==> config.mk <==
export PLATFORM = sky130hd
export DESIGN_NAME = apb_master_bridge_flat
export DESIGN_NICKNAME = d
export VERILOG_FILES = /design/src/rtl/apb_master_bridge_if.sv /design/src/rtl/apb_master_bridge.sv /design/src/flat_wrapper.sv
export SDC_FILE = /design/constraint.sdc
export NUM_CORES = 1
export LEC_CHECK = 0
export BUFFER_PORTS_ARGS = -buffer_cell sky130_fd_sc_hd__buf_2
export CORE_MARGIN = 5
export CORE_UTILIZATION = 32
export CTS_CLUSTER_DIAMETER = 50
export CTS_CLUSTER_SIZE = 30
export DETAILED_ROUTE_END_ITERATION = 16
export SLEW_MARGIN = 0
export SYNTH_ARGS = -nofsm -noshare
export SYNTH_HDL_FRONTEND = slang
export SYNTH_SLANG_ARGS = --single-unit
==> constraint.sdc <==
create_clock -name PCLK -period 2.6 [get_ports PCLK]
set_input_delay 0 -clock PCLK [delete_from_list [all_inputs] [get_ports PCLK]]
set_output_delay 0 -clock PCLK [all_outputs]
set_load 0.02 [all_outputs]
==> src/rtl/apb_master_bridge_if.sv <==
// Bundles the command, response and APB signals of the APB master bridge.
//   master modport: the bridge's own view. It takes in the command and the slave's
//     PREADY/PRDATA/PSLVERR, and drives cmd_ready, the response and the APB request.
//   slave modport: the view of the environment around the bridge, which is the command
//     source, the response sink and the APB slave.
interface apb_master_bridge_if #(
  parameter int unsigned ADDR_W = 8,
  parameter int unsigned DATA_W = 8
);
  // Command channel
  logic              cmd_valid;
  logic              cmd_ready;
  logic              cmd_write;
  logic [ADDR_W-1:0] cmd_addr;
  logic [DATA_W-1:0] cmd_wdata;
  // Response strobe
  logic              rsp_valid;
  logic [DATA_W-1:0] rsp_rdata;
  logic              rsp_err;
  // APB3 requester side
  logic              PSEL;
  logic              PENABLE;
  logic              PWRITE;
  logic [ADDR_W-1:0] PADDR;
  logic [DATA_W-1:0] PWDATA;
  logic              PREADY;
  logic [DATA_W-1:0] PRDATA;
  logic              PSLVERR;

  modport master (
    input  cmd_valid, cmd_write, cmd_addr, cmd_wdata, PREADY, PRDATA, PSLVERR,
    output cmd_ready, rsp_valid, rsp_rdata, rsp_err, PSEL, PENABLE, PWRITE, PADDR, PWDATA
  );

  modport slave (
    output cmd_valid, cmd_write, cmd_addr, cmd_wdata, PREADY, PRDATA, PSLVERR,
    input  cmd_ready, rsp_valid, rsp_rdata, rsp_err, PSEL, PENABLE, PWRITE, PADDR, PWDATA
  );
endinterface

==> src/rtl/apb_master_bridge.sv <==
// APB3 requester with one transfer outstanding at a time. It turns a valid/ready command
// into an APB SETUP/ACCESS transfer, then returns the result on a one-cycle response strobe.
// A programmable PREADY timeout ends a transfer that the slave never completes.
// Ports:
//   PCLK - clock; all logic runs on its rising edge
//   RST  - synchronous reset, active-high; aborts any transfer without sending a response
//   bus  - command, response and APB signals (master modport of apb_master_bridge_if)
// Every APB and response output comes from a register. cmd_ready is combinational.
module apb_master_bridge #(
  parameter int unsigned ADDR_W  = 8,
  parameter int unsigned DATA_W  = 8,
  parameter int unsigned TIMEOUT = 16
) (
  input logic                 PCLK,
  input logic                 RST,
  apb_master_bridge_if.master bus
);

  // Just wide enough to count up to TIMEOUT-1, so the counter never wraps.
  localparam int unsigned    CntW   = $clog2(TIMEOUT);
  localparam logic [CntW-1:0] CntMax = CntW'(TIMEOUT - 1);

  typedef enum logic [1:0] {StIdle, StSetup, StAccess} state_e;

  state_e            state_q, state_d;
  logic              psel_q, psel_d;
  logic              penable_q, penable_d;
  logic              pwrite_q, pwrite_d;
  logic [ADDR_W-1:0] paddr_q, paddr_d;
  logic [DATA_W-1:0] pwdata_q, pwdata_d;
  logic              rsp_valid_q, rsp_valid_d;
  logic [DATA_W-1:0] rsp_rdata_q, rsp_rdata_d;
  logic              rsp_err_q, rsp_err_d;
  logic [CntW-1:0]   cnt_q, cnt_d;
  logic              cmd_ready;

  assign cmd_ready = (state_q == StIdle) && !RST;

  always_comb begin
    state_d     = state_q;
    psel_d      = psel_q;
    penable_d   = penable_q;
    pwrite_d    = pwrite_q;
    paddr_d     = paddr_q;
    pwdata_d    = pwdata_q;
    cnt_d       = cnt_q;
    // The response registers only carry a value for the single strobe cycle.
    rsp_valid_d = 1'b0;
    rsp_rdata_d = '0;
    rsp_err_d   = 1'b0;

    unique case (state_q)
      StIdle: begin
        if (bus.cmd_valid && cmd_ready) begin
          pwrite_d  = bus.cmd_write;
          paddr_d   = bus.cmd_addr;
          pwdata_d  = bus.cmd_wdata;
          psel_d    = 1'b1;
          penable_d = 1'b0;
          cnt_d     = '0;
          state_d   = StSetup;
        end
      end

      StSetup: begin
        penable_d = 1'b1;
        state_d   = StAccess;
      end

      StAccess: begin
        // PREADY wins over a timeout that expires in the same cycle.
        if (bus.PREADY) begin
          rsp_valid_d = 1'b1;
          rsp_err_d   = bus.PSLVERR;
          rsp_rdata_d = (!pwrite_q && !bus.PSLVERR) ? bus.PRDATA : '0;
          psel_d      = 1'b0;
          penable_d   = 1'b0;
          state_d     = StIdle;
        end else if (cnt_q == CntMax) begin
          rsp_valid_d = 1'b1;
          rsp_err_d   = 1'b1;
          psel_d      = 1'b0;
          penable_d   = 1'b0;
          state_d     = StIdle;
        end else begin
          cnt_d = cnt_q + 1'b1;
        end
      end

      default: begin
        psel_d    = 1'b0;
        penable_d = 1'b0;
        state_d   = StIdle;
      end
    endcase
  end

  always_ff @(posedge PCLK) begin
    if (RST) begin
      state_q     <= StIdle;
      psel_q      <= 1'b0;
      penable_q   <= 1'b0;
      pwrite_q    <= 1'b0;
      paddr_q     <= '0;
      pwdata_q    <= '0;
      rsp_valid_q <= 1'b0;
      rsp_rdata_q <= '0;
      rsp_err_q   <= 1'b0;
      cnt_q       <= '0;
    end else begin
      state_q     <= state_d;
      psel_q      <= psel_d;
      penable_q   <= penable_d;
      pwrite_q    <= pwrite_d;
      paddr_q     <= paddr_d;
      pwdata_q    <= pwdata_d;
      rsp_valid_q <= rsp_valid_d;
      rsp_rdata_q <= rsp_rdata_d;
      rsp_err_q   <= rsp_err_d;
      cnt_q       <= cnt_d;
    end
  end

  assign bus.cmd_ready = cmd_ready;
  assign bus.PSEL      = psel_q;
  assign bus.PENABLE   = penable_q;
  assign bus.PWRITE    = pwrite_q;
  assign bus.PADDR     = paddr_q;
  assign bus.PWDATA    = pwdata_q;
  assign bus.rsp_valid = rsp_valid_q;
  assign bus.rsp_rdata = rsp_rdata_q;
  assign bus.rsp_err   = rsp_err_q;

endmodule

==> src/flat_wrapper.sv <==
// flat-port wrapper written by rule: the top's interface ports become plain ports
module apb_master_bridge_flat 
#(
  parameter int unsigned ADDR_W  = 8,
  parameter int unsigned DATA_W  = 8,
  parameter int unsigned TIMEOUT = 16
)
  (PCLK, RST, bus_cmd_valid, bus_cmd_write, bus_cmd_addr, bus_cmd_wdata, bus_PREADY, bus_PRDATA, bus_PSLVERR, bus_cmd_ready, bus_rsp_valid, bus_rsp_rdata, bus_rsp_err, bus_PSEL, bus_PENABLE, bus_PWRITE, bus_PADDR, bus_PWDATA);
  apb_master_bridge_if #(.ADDR_W(ADDR_W), .DATA_W(DATA_W)) bus_i ();
  input logic PCLK;
  input logic RST;
  input wire logic [$bits(bus_i.cmd_valid)-1:0] bus_cmd_valid;
  input wire logic [$bits(bus_i.cmd_write)-1:0] bus_cmd_write;
  input wire logic [$bits(bus_i.cmd_addr)-1:0] bus_cmd_addr;
  input wire logic [$bits(bus_i.cmd_wdata)-1:0] bus_cmd_wdata;
  input wire logic [$bits(bus_i.PREADY)-1:0] bus_PREADY;
  input wire logic [$bits(bus_i.PRDATA)-1:0] bus_PRDATA;
  input wire logic [$bits(bus_i.PSLVERR)-1:0] bus_PSLVERR;
  output wire logic [$bits(bus_i.cmd_ready)-1:0] bus_cmd_ready;
  output wire logic [$bits(bus_i.rsp_valid)-1:0] bus_rsp_valid;
  output wire logic [$bits(bus_i.rsp_rdata)-1:0] bus_rsp_rdata;
  output wire logic [$bits(bus_i.rsp_err)-1:0] bus_rsp_err;
  output wire logic [$bits(bus_i.PSEL)-1:0] bus_PSEL;
  output wire logic [$bits(bus_i.PENABLE)-1:0] bus_PENABLE;
  output wire logic [$bits(bus_i.PWRITE)-1:0] bus_PWRITE;
  output wire logic [$bits(bus_i.PADDR)-1:0] bus_PADDR;
  output wire logic [$bits(bus_i.PWDATA)-1:0] bus_PWDATA;
  assign bus_i.cmd_valid = bus_cmd_valid;
  assign bus_i.cmd_write = bus_cmd_write;
  assign bus_i.cmd_addr = bus_cmd_addr;
  assign bus_i.cmd_wdata = bus_cmd_wdata;
  assign bus_i.PREADY = bus_PREADY;
  assign bus_i.PRDATA = bus_PRDATA;
  assign bus_i.PSLVERR = bus_PSLVERR;
  assign bus_cmd_ready = bus_i.cmd_ready;
  assign bus_rsp_valid = bus_i.rsp_valid;
  assign bus_rsp_rdata = bus_i.rsp_rdata;
  assign bus_rsp_err = bus_i.rsp_err;
  assign bus_PSEL = bus_i.PSEL;
  assign bus_PENABLE = bus_i.PENABLE;
  assign bus_PWRITE = bus_i.PWRITE;
  assign bus_PADDR = bus_i.PADDR;
  assign bus_PWDATA = bus_i.PWDATA;
  apb_master_bridge #(.ADDR_W(ADDR_W), .DATA_W(DATA_W), .TIMEOUT(TIMEOUT)) u_core (.PCLK(PCLK), .RST(RST), .bus(bus_i));
endmodule
==> results.json, run 1 <==
{
  "fmax_mhz": 612,
  "synth_top_family_by_area": "simple AND/OR/NAND/NOR gates",
  "path_cells": "ha_1 -> a311oi_1 -> a211oi_1 -> o21a_1",
  "die_x_um": 73.1,
  "ys_ff_latch": 34,
  "path_clk_slew_ns": 0.07,
  "outcome": "completed",
  "overflow": 0,
  "setup_slack_ns": 0.965,
  "setup_viol": 0,
  "area_growth_pct": 51.0,
  "cpPeakStageDelay_ns": 0.58,
  "ant_nets": 0,
  "post-route-period-util": 0.629,
  "die_area_um2": 5340,
  "synth_adder_area_share": 0.00983,
  "yosys_warnings": 0,
  "finalMaxSlewViolations": 0,
  "synthesis.area_um2": 1270,
  "antenna_found_initial": 0,
  "grt_first_pass_wirelength_mm": 5.18,
  "r2r-start": "u_core.cnt_q[0]$_SDFFE_PP0P_",
  "syn_inst": 136,
  "finish.utilization": 0.491,
  "rsz0062_at_grt": "false",
  "final_cell_mix": "59 x buf_2, 34 x nand2_1, 34 x dfxtp_1",
  "first_iter_violations": 40,
  "seqPwrFrac": 0.502,
  "regArea_um2": 681,
  "pwr-share-clk": 0.355,
  "track_usage": 0.125,
  "skew_ns": 0.00595,
  "place_inst": 239,
  "dpl_worst_slack_ns": 0.983,
  "worstSetupStartpointType": "flip-flop",
  "relSlewSlack": 0.586,
  "post-route-drc-count": 0,
  "synthArstFlopShare": 0,
  "multi_input_area_um2": 515,
  "insertion_delay_ns": 0.28,
  "finalHoldViolCount": 0,
  "fill_cells": 385,
  "post_cts_buffers": 0,
  "yosysSeqAreaShare": 0.535,
  "synth_mux_area_frac": 0.0157,
  "tightest_slew_ns": 0.617,
  "r2r_cells": 4,
  "first_pass_iters": 2,
  "synth.distinct_cells": 32,
  "end_kind": "flip-flop",
  "reg2reg_setup_slack_ns": 0.96,
  "comb_power_share": 0.144,
  "synth_edf_count": 0,
  "drive_above_1_share": 0.329,
  "finalCriticalPeriod_ns": 1.64,
  "crit_buf_inv": 0,
  "cpLargestDelayFamily": "compound AO/OA/AOI/OAI gates",
  "required_ns": 2.78,
  "cp.depth": 4,
  "grt_max_degree": 38,
  "vias": 1218,
  "syn_nets": 167,
  "irDropWorstVdd_v": 0.000275,
  "synth_ff_type": "dfxtp_1",
  "max_cap_violations": 0,
  "clk_path_buf_depth": 2,
  "p_int_mw": 0.835,
  "h-tree-depth": 2,
  "wl_mm": 3.20,
  "critPathMaxFanout": 5,
  "hpwl_mm": 1.98,
  "synth_xor_area_frac": 0,
  "hold_path.startpoint": "RST",
  "leakagePower_nw": 0.871,
  "r2r-end": "u_core.cnt_q[0]$_SDFFE_PP0P_",
  "diodes": 0,
  "design_area_um2": 1920,
  "clk_root_buffer_cell": "clkbuf_8",
  "cts_buffers": 5,
  "first_global_vias": 1169,
  "synth_compound_area_frac": 0.145,
  "worstSetupPathType": "flip-flop to flip-flop",
  "place_area_um2": 1580,
  "worst_ep_arrival_time_ns": 1.81,
  "tns_ns": 0,
  "place_congestion": 0.774,
  "core_um2": 3910,
  "p_per_area_nw_per_um2": 585,
  "hold_class": "input port to flip-flop",
  "wl_per_cell_um": 11.8,
  "finalNetCount": 252,
  "slowest_stage": "a311oi_1",
  "die_h_um": 73.1,
  "via_per_inst": 4.48,
  "cts_tree": "built",
  "ios": 60,
  "fp-row-count": 23,
  "avgSynthCellArea_um2": 9.36,
  "portBuffers": 59,
  "whs_path_depth": 2,
  "switching_share": 0.258,
  "layout_commonest_cell": "buf_2",
  "worstHoldEndpoint": "u_core.cnt_q[1]$_SDFFE_PP0P_",
  "fin_cells": 272,
  "synthSimpleGateAreaFrac": 0.235,
  "switchingPower_mw": 0.290,
  "clock_sink_count": 34,
  "start_util": 0.325
}
stage by stage:
step	power, mW	hold WS, ns
4_1_cts	1.14	0.0105
2_1_floorplan	0.658	0.109
3_3_place_gp	0.708	0.197
5_1_grt	1.18	0.0315
6_report	1.12	0.0219
3_5_place_dp	0.709	0.201
cell families (layout without fill, tap and decap cells):
kind of cell,after synthesis,in the layout
AND/OR/NAND/NOR,57,57
adder cells (fa/ha/maj),1,1
buffers and inverters,11,97
AO/OA/AOI/OAI,31,31
flip-flops,34,34
multiplexers,2,2
how the worst max path moves through the flow:
stage	slack, ns	to	start
finish	0.96	u_core.cnt_q[0]$_SDFFE_PP0P_	u_core.cnt_q[0]$_SDFFE_PP0P_
floorplan	1.16	u_core.cnt_q[0]$_SDFFE_PP0P_	u_core.cnt_q[0]$_SDFFE_PP0P_
global route	0.82	u_core.cnt_q[0]$_SDFFE_PP0P_	u_core.cnt_q[0]$_SDFFE_PP0P_
CTS	0.97	u_core.cnt_q[0]$_SDFFE_PP0P_	u_core.cnt_q[0]$_SDFFE_PP0P_
global placement	1.02	u_core.cnt_q[0]$_SDFFE_PP0P_	u_core.cnt_q[0]$_SDFFE_PP0P_
detailed placement	0.98	u_core.cnt_q[0]$_SDFFE_PP0P_	u_core.cnt_q[0]$_SDFFE_PP0P_
worst reg2reg max path, stage by stage (launching register included):
cell and delay [ns]:
dfxtp_1 0.34, ha_1 0.25, a311oi_1 0.58, a211oi_1 0.16, o21a_1 0.20
power groups by stage:
stage	combinational, mW	sequential, mW	clock, mW
after floorplan	0.0582	0.600	0
final	0.162	0.564	0.399
after global placement	0.132	0.576	0
after global routing	0.178	0.567	0.440
after detailed placement	0.133	0.575	0
after CTS	0.162	0.564	0.415
area by class of cell:
type,count,share of cell area
timing repair buffer,85,0.288
multi-input combinational,91,0.268
clock buffer,6,0.0430
inverter,4,0.00781
sequential,34,0.354
tap,50,0.0326
clock inverter,2,0.00651
sequential cells by signal, summed over array words and instances, names as in the netlist, 2 cells and up:
signal                flops
u_core.state_q            2
u_core.cnt_q              4
u_core.bus.PADDR          8
u_core.bus.PWDATA         8
u_core.bus.rsp_rdata      8
cell usage after synthesis, types with 2 or more instances:
cell type / n / area [um2]
buf_6: 4 / 45.0
o21ai_1: 2 / 10.0
nor2b_1: 2 / 12.5
nor3_1: 4 / 20.0
nor2_1: 2 / 7.51
mux2i_1: 2 / 20.0
nand3_1: 2 / 10.0
inv_1: 3 / 11.3
nand2_1: 34 / 128
and2_1: 8 / 50.1
dfxtp_1: 34 / 681
o21ai_0: 17 / 85.1
a21oi_1: 3 / 15.0
metal layers:
layer,global-route usage,routed length (um),vias up
met5,0,0,-
met4,0.0492,73,0
met3,0.0482,304,10
met2,0.204,1390,49
met1,0.148,1430,533
li1,-,-,626
timing repair:
item,CTS,global route
resized for setup,0,0
hold buffers,25,0
endpoints found under the hold margin,25,0
Power figures use the tool's default switching activity.
==> inputs of run 2 (changes only) <==
==> constraint.sdc (replaced) <==
create_clock -name PCLK -period 1.36 [get_ports PCLK]
set_input_delay 0 -clock PCLK [delete_from_list [all_inputs] [get_ports PCLK]]
set_output_delay 0 -clock PCLK [all_outputs]
set_load 0.02 [all_outputs]
==> run 2 against run 1 <==
Effect of this change: clock power rose by 93%; hold slack got worse by 0.0072 ns; critical path depth did not move; sequential power rose by 90%; largest cell class unchanged; register-to-register slack got worse by 0.92 ns; critical endpoint is now u_core.cnt_q[2]$_SDFFE_PP0P_; first-iteration DRC count fell by 13%; clock skew fell by 0.0049 ns; sequential cell count did not move.
==> results.json, run 2 (synthesis gave the netlist of run 1 again) <==
{
  "pwr-share-clk": 0.354,
  "finalMaxSlewViolations": 0,
  "first_pass_iters": 2,
  "clock_sink_count": 34,
  "overflow": 0,
  "post-route-period-util": 0.970,
  "multi_input_area_um2": 542,
  "whs_path_depth": 3,
  "die_area_um2": 5340,
  "post-route-drc-count": 0,
  "irDropWorstVdd_v": 0.000646,
  "vias": 1225,
  "outcome": "completed",
  "cts_tree": "built",
  "fill_cells": 364,
  "setup_slack_ns": 0.0407,
  "r2r_cells": 4,
  "skew_ns": 0.00105,
  "relSlewSlack": 0.795,
  "max_cap_violations": 0,
  "setup_viol": 0,
  "diodes": 0,
  "worstSetupStartpointType": "flip-flop",
  "ios": 60,
  "place_inst": 247,
  "clk_root_buffer_cell": "clkbuf_8",
  "clk_path_buf_depth": 2,
  "antenna_found_initial": 0,
  "track_usage": 0.127,
  "die_x_um": 73.1,
  "r2r-end": "u_core.cnt_q[2]$_SDFFE_PP0P_",
  "hold_path.startpoint": "bus_PSLVERR",
  "fin_cells": 280,
  "worst_ep_arrival_time_ns": 1.49,
  "insertion_delay_ns": 0.28,
  "first_iter_violations": 35,
  "layout_commonest_cell": "buf_2",
  "finalHoldViolCount": 0,
  "p_int_mw": 1.61,
  "worstSetupPathType": "flip-flop to flip-flop",
  "portBuffers": 59,
  "die_h_um": 73.1,
  "comb_power_share": 0.153,
  "tightest_slew_ns": 0.306,
  "cts_buffers": 5,
  "worstHoldEndpoint": "u_core.bus.rsp_err$_SDFF_PP0_",
  "p_per_area_nw_per_um2": 1080,
  "regArea_um2": 688,
  "end_kind": "flip-flop",
  "area_growth_pct": 58.4,
  "required_ns": 1.53,
  "switchingPower_mw": 0.568,
  "r2r-start": "u_core.cnt_q[0]$_SDFFE_PP0P_",
  "rsz0062_at_grt": "true",
  "hold_class": "input port to flip-flop",
  "drive_above_1_share": 0.374,
  "core_um2": 3910,
  "switching_share": 0.261,
  "path_clk_slew_ns": 0.07,
  "h-tree-depth": 2,
  "finalNetCount": 260,
  "grt_max_degree": 20,
  "dpl_worst_slack_ns": -0.00471,
  "holdWs_ns": 0.0147,
  "reg2reg_setup_slack_ns": 0.04,
  "fp-row-count": 23,
  "leakagePower_nw": 0.916,
  "grt_first_pass_wirelength_mm": 5.23,
  "critPathMaxFanout": 3,
  "final_cell_mix": "59 x buf_2, 34 x nand2_1, 32 x dfxtp_1",
  "place_congestion": 0.766,
  "ant_nets": 0,
  "fmax_mhz": 758,
  "finalPower_mw": 2.18,
  "wl_mm": 3.24,
  "finalCriticalPeriod_ns": 1.32,
  "first_global_vias": 1164,
  "hpwl_mm": 2.10,
  "via_per_inst": 4.38,
  "wl_per_cell_um": 11.6,
  "seqPwrFrac": 0.492,
  "start_util": 0.325
}
[run 2: worst max-delay path, cell delays in order, from the launching register on]
cell,delay (ns)
dfxtp_1,0.32
ha_2,0.21
a311o_1,0.40
o211ai_1,0.19
a21oi_1,0.08
[run 2: metal layers]
| metal | track usage | vias to the layer above | wire length (um) |
|---|---|---|---|
| met5 | 0 | - | 0 |
| met4 | 0.0471 | 0 | 50 |
| met3 | 0.0620 | 8 | 333 |
| met2 | 0.202 | 48 | 1460 |
| met1 | 0.147 | 522 | 1400 |
| li1 | - | 647 | - |
[run 2: how the worst max path moves through the flow]
stage,endpoint,slack [ns],startpoint
detailed placement,u_core.cnt_q[1]$_SDFFE_PP0P_,-0.005,u_core.cnt_q[0]$_SDFFE_PP0P_
floorplan,u_core.bus.rsp_rdata[0]$_SDFF_PP0_,0.003,u_core.state_q[1]$_SDFFE_PP0P_
global placement,u_core.cnt_q[0]$_SDFFE_PP0P_,0.008,u_core.cnt_q[0]$_SDFFE_PP0P_
finish,u_core.cnt_q[2]$_SDFFE_PP0P_,0.04,u_core.cnt_q[0]$_SDFFE_PP0P_
CTS,u_core.bus.rsp_rdata[1]$_SDFF_PP0_,0.01,u_core.state_q[0]$_SDFFE_PP0P_
global route,u_core.cnt_q[1]$_SDFFE_PP0P_,-0.03,u_core.cnt_q[0]$_SDFFE_PP0P_
[run 2: power by group through the flow]
stage	logic [mW]	clock network, mW	registers [mW]
after global placement	0.275	0	1.10
after floorplan	0.113	0	1.15
after global routing	0.366	0.858	1.08
after detailed placement	0.275	0	1.10
after CTS	0.330	0.795	1.07
final	0.333	0.772	1.07
[run 2: area by class of cell]
cell class | count | share of cell area
Sequential cell | 34 | 0.341
Timing Repair Buffer | 93 | 0.304
Multi-Input combinational cell | 91 | 0.269
Clock buffer | 6 | 0.0410
Tap cell | 50 | 0.0310
Inverter | 4 | 0.00745
Clock inverter | 2 | 0.00621
[run 2: metrics by stage]
| stage | utilization | area [um2] | TNS [ns] |
|---|---|---|---|
| floorplan | - | 1280 | 0 |
| CTS | 0.509 | 1990 | 0 |
| finish | 0.515 | 2020 | 0 |
| global placement | 0.420 | 1640 | 0 |
| global route | 0.515 | 2020 | -0.213 |
| detailed placement | 0.420 | 1640 | -0.00471 |
[run 2: timing repair]
action,CTS,global route
gates cloned,0,0
endpoints found under the setup margin,2,12
gates resized for setup,1,5
pin swaps,1,3
hold buffers,25,0
setup buffers,0,0
endpoints found under the hold margin,25,0
==> inputs of run 3 (changes only) <==
--- a/config.mk
+++ b/config.mk
@@ -5,12 +5,14 @@
 export SDC_FILE = /design/constraint.sdc
 export NUM_CORES = 1
 export LEC_CHECK = 0
+export ABC_CLOCK_PERIOD_IN_PS = 1360
 export BUFFER_PORTS_ARGS = -buffer_cell sky130_fd_sc_hd__buf_2
 export CORE_MARGIN = 5
 export CORE_UTILIZATION = 32
 export CTS_CLUSTER_DIAMETER = 50
 export CTS_CLUSTER_SIZE = 30
 export DETAILED_ROUTE_END_ITERATION = 16
+export MAX_ROUTING_LAYER = met4
 export SLEW_MARGIN = 0
 export SYNTH_ARGS = -nofsm -noshare
 export SYNTH_HDL_FRONTEND = slang
==> run 3 against run 2 <==
Effect of this change: hold slack about the same; clock-buffer cell count unchanged; largest power group unchanged; sequential cell count did not move; global-route usage rose by 0.37 points; highest routed layer unchanged; register-to-register slack about the same; critical path type unchanged; fmax stayed put; critical path depth unchanged; sequential share of layout area is the same.
==> results.json, run 3 (synthesis gave the netlist of run 1 again) <==
{
  "outcome": "completed",
  "diodes": 0,
  "tns_ns": 0,
  "start_util": 0.325,
  "first_iter_violations": 39,
  "ant_nets": 0,
  "drive_above_1_share": 0.374,
  "path_cells": "ha_2 -> a311o_1 -> o211ai_1 -> a21oi_1",
  "crit_buf_inv": 0,
  "critPathMaxFanout": 3,
  "fill_cells": 364,
  "hold_class": "input port to flip-flop",
  "cts_tree": "built",
  "grt_first_pass_wirelength_mm": 5.23,
  "final_cell_mix": "59 x buf_2, 34 x nand2_1, 32 x dfxtp_1",
  "irDropWorstVdd_v": 0.000646,
  "die_x_um": 73.1,
  "p_per_area_nw_per_um2": 1080,
  "wl_per_cell_um": 11.6,
  "core_um2": 3910,
  "crit_path_end": "u_core.cnt_q[2]$_SDFFE_PP0P_",
  "track_usage": 0.131,
  "h-tree-depth": 2,
  "finalCriticalPeriod_ns": 1.32,
  "post-route-drc-count": 0,
  "r2r-end": "u_core.cnt_q[2]$_SDFFE_PP0P_",
  "post-route-period-util": 0.970,
  "clk_path_buf_depth": 2,
  "die_area_um2": 5340,
  "skew_ns": 0.00105,
  "fp-row-count": 23,
  "end_kind": "flip-flop",
  "relSlewSlack": 0.795,
  "fin_cells": 280,
  "clk_root_buffer_cell": "clkbuf_8",
  "worstSetupStartpointType": "flip-flop",
  "finish.utilization": 0.515,
  "wl_mm": 3.24,
  "layout_commonest_cell": "buf_2",
  "area_growth_pct": 58.4,
  "cpLargestDelayFamily": "compound AO/OA/AOI/OAI gates",
  "finalHoldViolCount": 0,
  "grt_max_degree": 20,
  "fmax_mhz": 758,
  "die_h_um": 73.1,
  "cts_buffers": 5,
  "antenna_found_initial": 0,
  "path_clk_slew_ns": 0.07,
  "finalMaxSlewViolations": 0,
  "slowest_stage": "a311o_1",
  "setup_slack_ns": 0.0407,
  "overflow": 0,
  "post_cts_buffers": 0,
  "tightest_slew_ns": 0.306,
  "dpl_worst_slack_ns": -0.00471,
  "finalNetCount": 260,
  "first_global_vias": 1167,
  "leakagePower_nw": 0.916,
  "vias": 1227,
  "r2r_cells": 4,
  "reg2reg_setup_slack_ns": 0.04,
  "hpwl_mm": 2.10,
  "cpPeakStageDelay_ns": 0.40,
  "rsz0062_at_grt": "true",
  "ios": 60,
  "clock_sink_count": 34,
  "cp.depth": 4,
  "via_per_inst": 4.38,
  "portBuffers": 59,
  "place_congestion": 0.776,
  "first_pass_iters": 2,
  "place_inst": 247,
  "insertion_delay_ns": 0.28,
  "setup_viol": 0,
  "r2r-start": "u_core.cnt_q[0]$_SDFFE_PP0P_",
  "max_cap_violations": 0,
  "required_ns": 1.53,
  "worst_ep_arrival_time_ns": 1.49,
  "worstSetupPathType": "flip-flop to flip-flop",
  "cp-startpoint": "u_core.cnt_q[0]$_SDFFE_PP0P_"
}
run 3: cell type report:
cell class	instances	area, um2	area share
inverters	4	15.0	0.00745
multi-input cells	91	542	0.269
flip-flops and latches	34	688	0.341
well taps	50	62.6	0.0310
clock inverters	2	12.5	0.00621
clock buffers	6	82.6	0.0410
repair buffers	93	613	0.304
run 3: worst reg2reg max path: cells and delay by family, from the launching register on:
kind | cells | cell delay (ns)
AO/OA/AOI/OAI | 3 | 0.67
flip-flops | 1 | 0.32
adder cells (fa/ha/maj) | 1 | 0.21
run 3: through the flow:
step	hold WS (ns)	power (mW)	instance area, um2
2_1_floorplan	0.109	1.26	1280
3_3_place_gp	0.194	1.37	1640
3_5_place_dp	0.201	1.37	1640
4_1_cts	0.00401	2.20	1990
5_1_grt	0.0328	2.30	2020
6_report	0.0147	2.18	2020
run 3: what timing repair did:
item,4_1_cts,5_1_grt
gates resized for setup,1,5
pin swaps,1,3
setup endpoints to repair,2,12
hold endpoints to repair,25,0
hold buffers,25,0
cloned,0,0
run 3: layer usage:
metal | GRT usage | wire length (um) | vias up
li1 | - | - | 647
met1 | 0.149 | 1410 | 524
met2 | 0.202 | 1460 | 48
met3 | 0.0592 | 320 | 8
met4 | 0.0471 | 50 | 0
met5 | - | 0 | -
run 3: how the worst min path moves through the flow:
stage                     startpoint                           endpoint  slack, ns  cells past startpoint
global placement     bus_cmd_addr[3]   u_core.bus.PADDR[3]$_SDFFE_PP0P_       0.19                      3
detailed placement  bus_cmd_wdata[1]  u_core.bus.PWDATA[1]$_SDFFE_PP0P_       0.20                      3
global route             bus_PSLVERR      u_core.bus.rsp_err$_SDFF_PP0_       0.03                      3
finish                   bus_PSLVERR      u_core.bus.rsp_err$_SDFF_PP0_       0.01                      3
floorplan            bus_cmd_addr[0]   u_core.bus.PADDR[0]$_SDFFE_PP0P_       0.11                      2
CTS                      bus_PSLVERR      u_core.bus.rsp_err$_SDFF_PP0_      0.004                      3
run 3: power breakdown:
| group | total [mW] | switching, mW | internal (mW) |
|---|---|---|---|
| clock | 0.772 | 0.366 | 0.407 |
| combinational | 0.333 | 0.173 | 0.161 |
| sequential | 1.07 | 0.0294 | 1.04 |
| total | 2.18 | 0.568 | 1.61 |
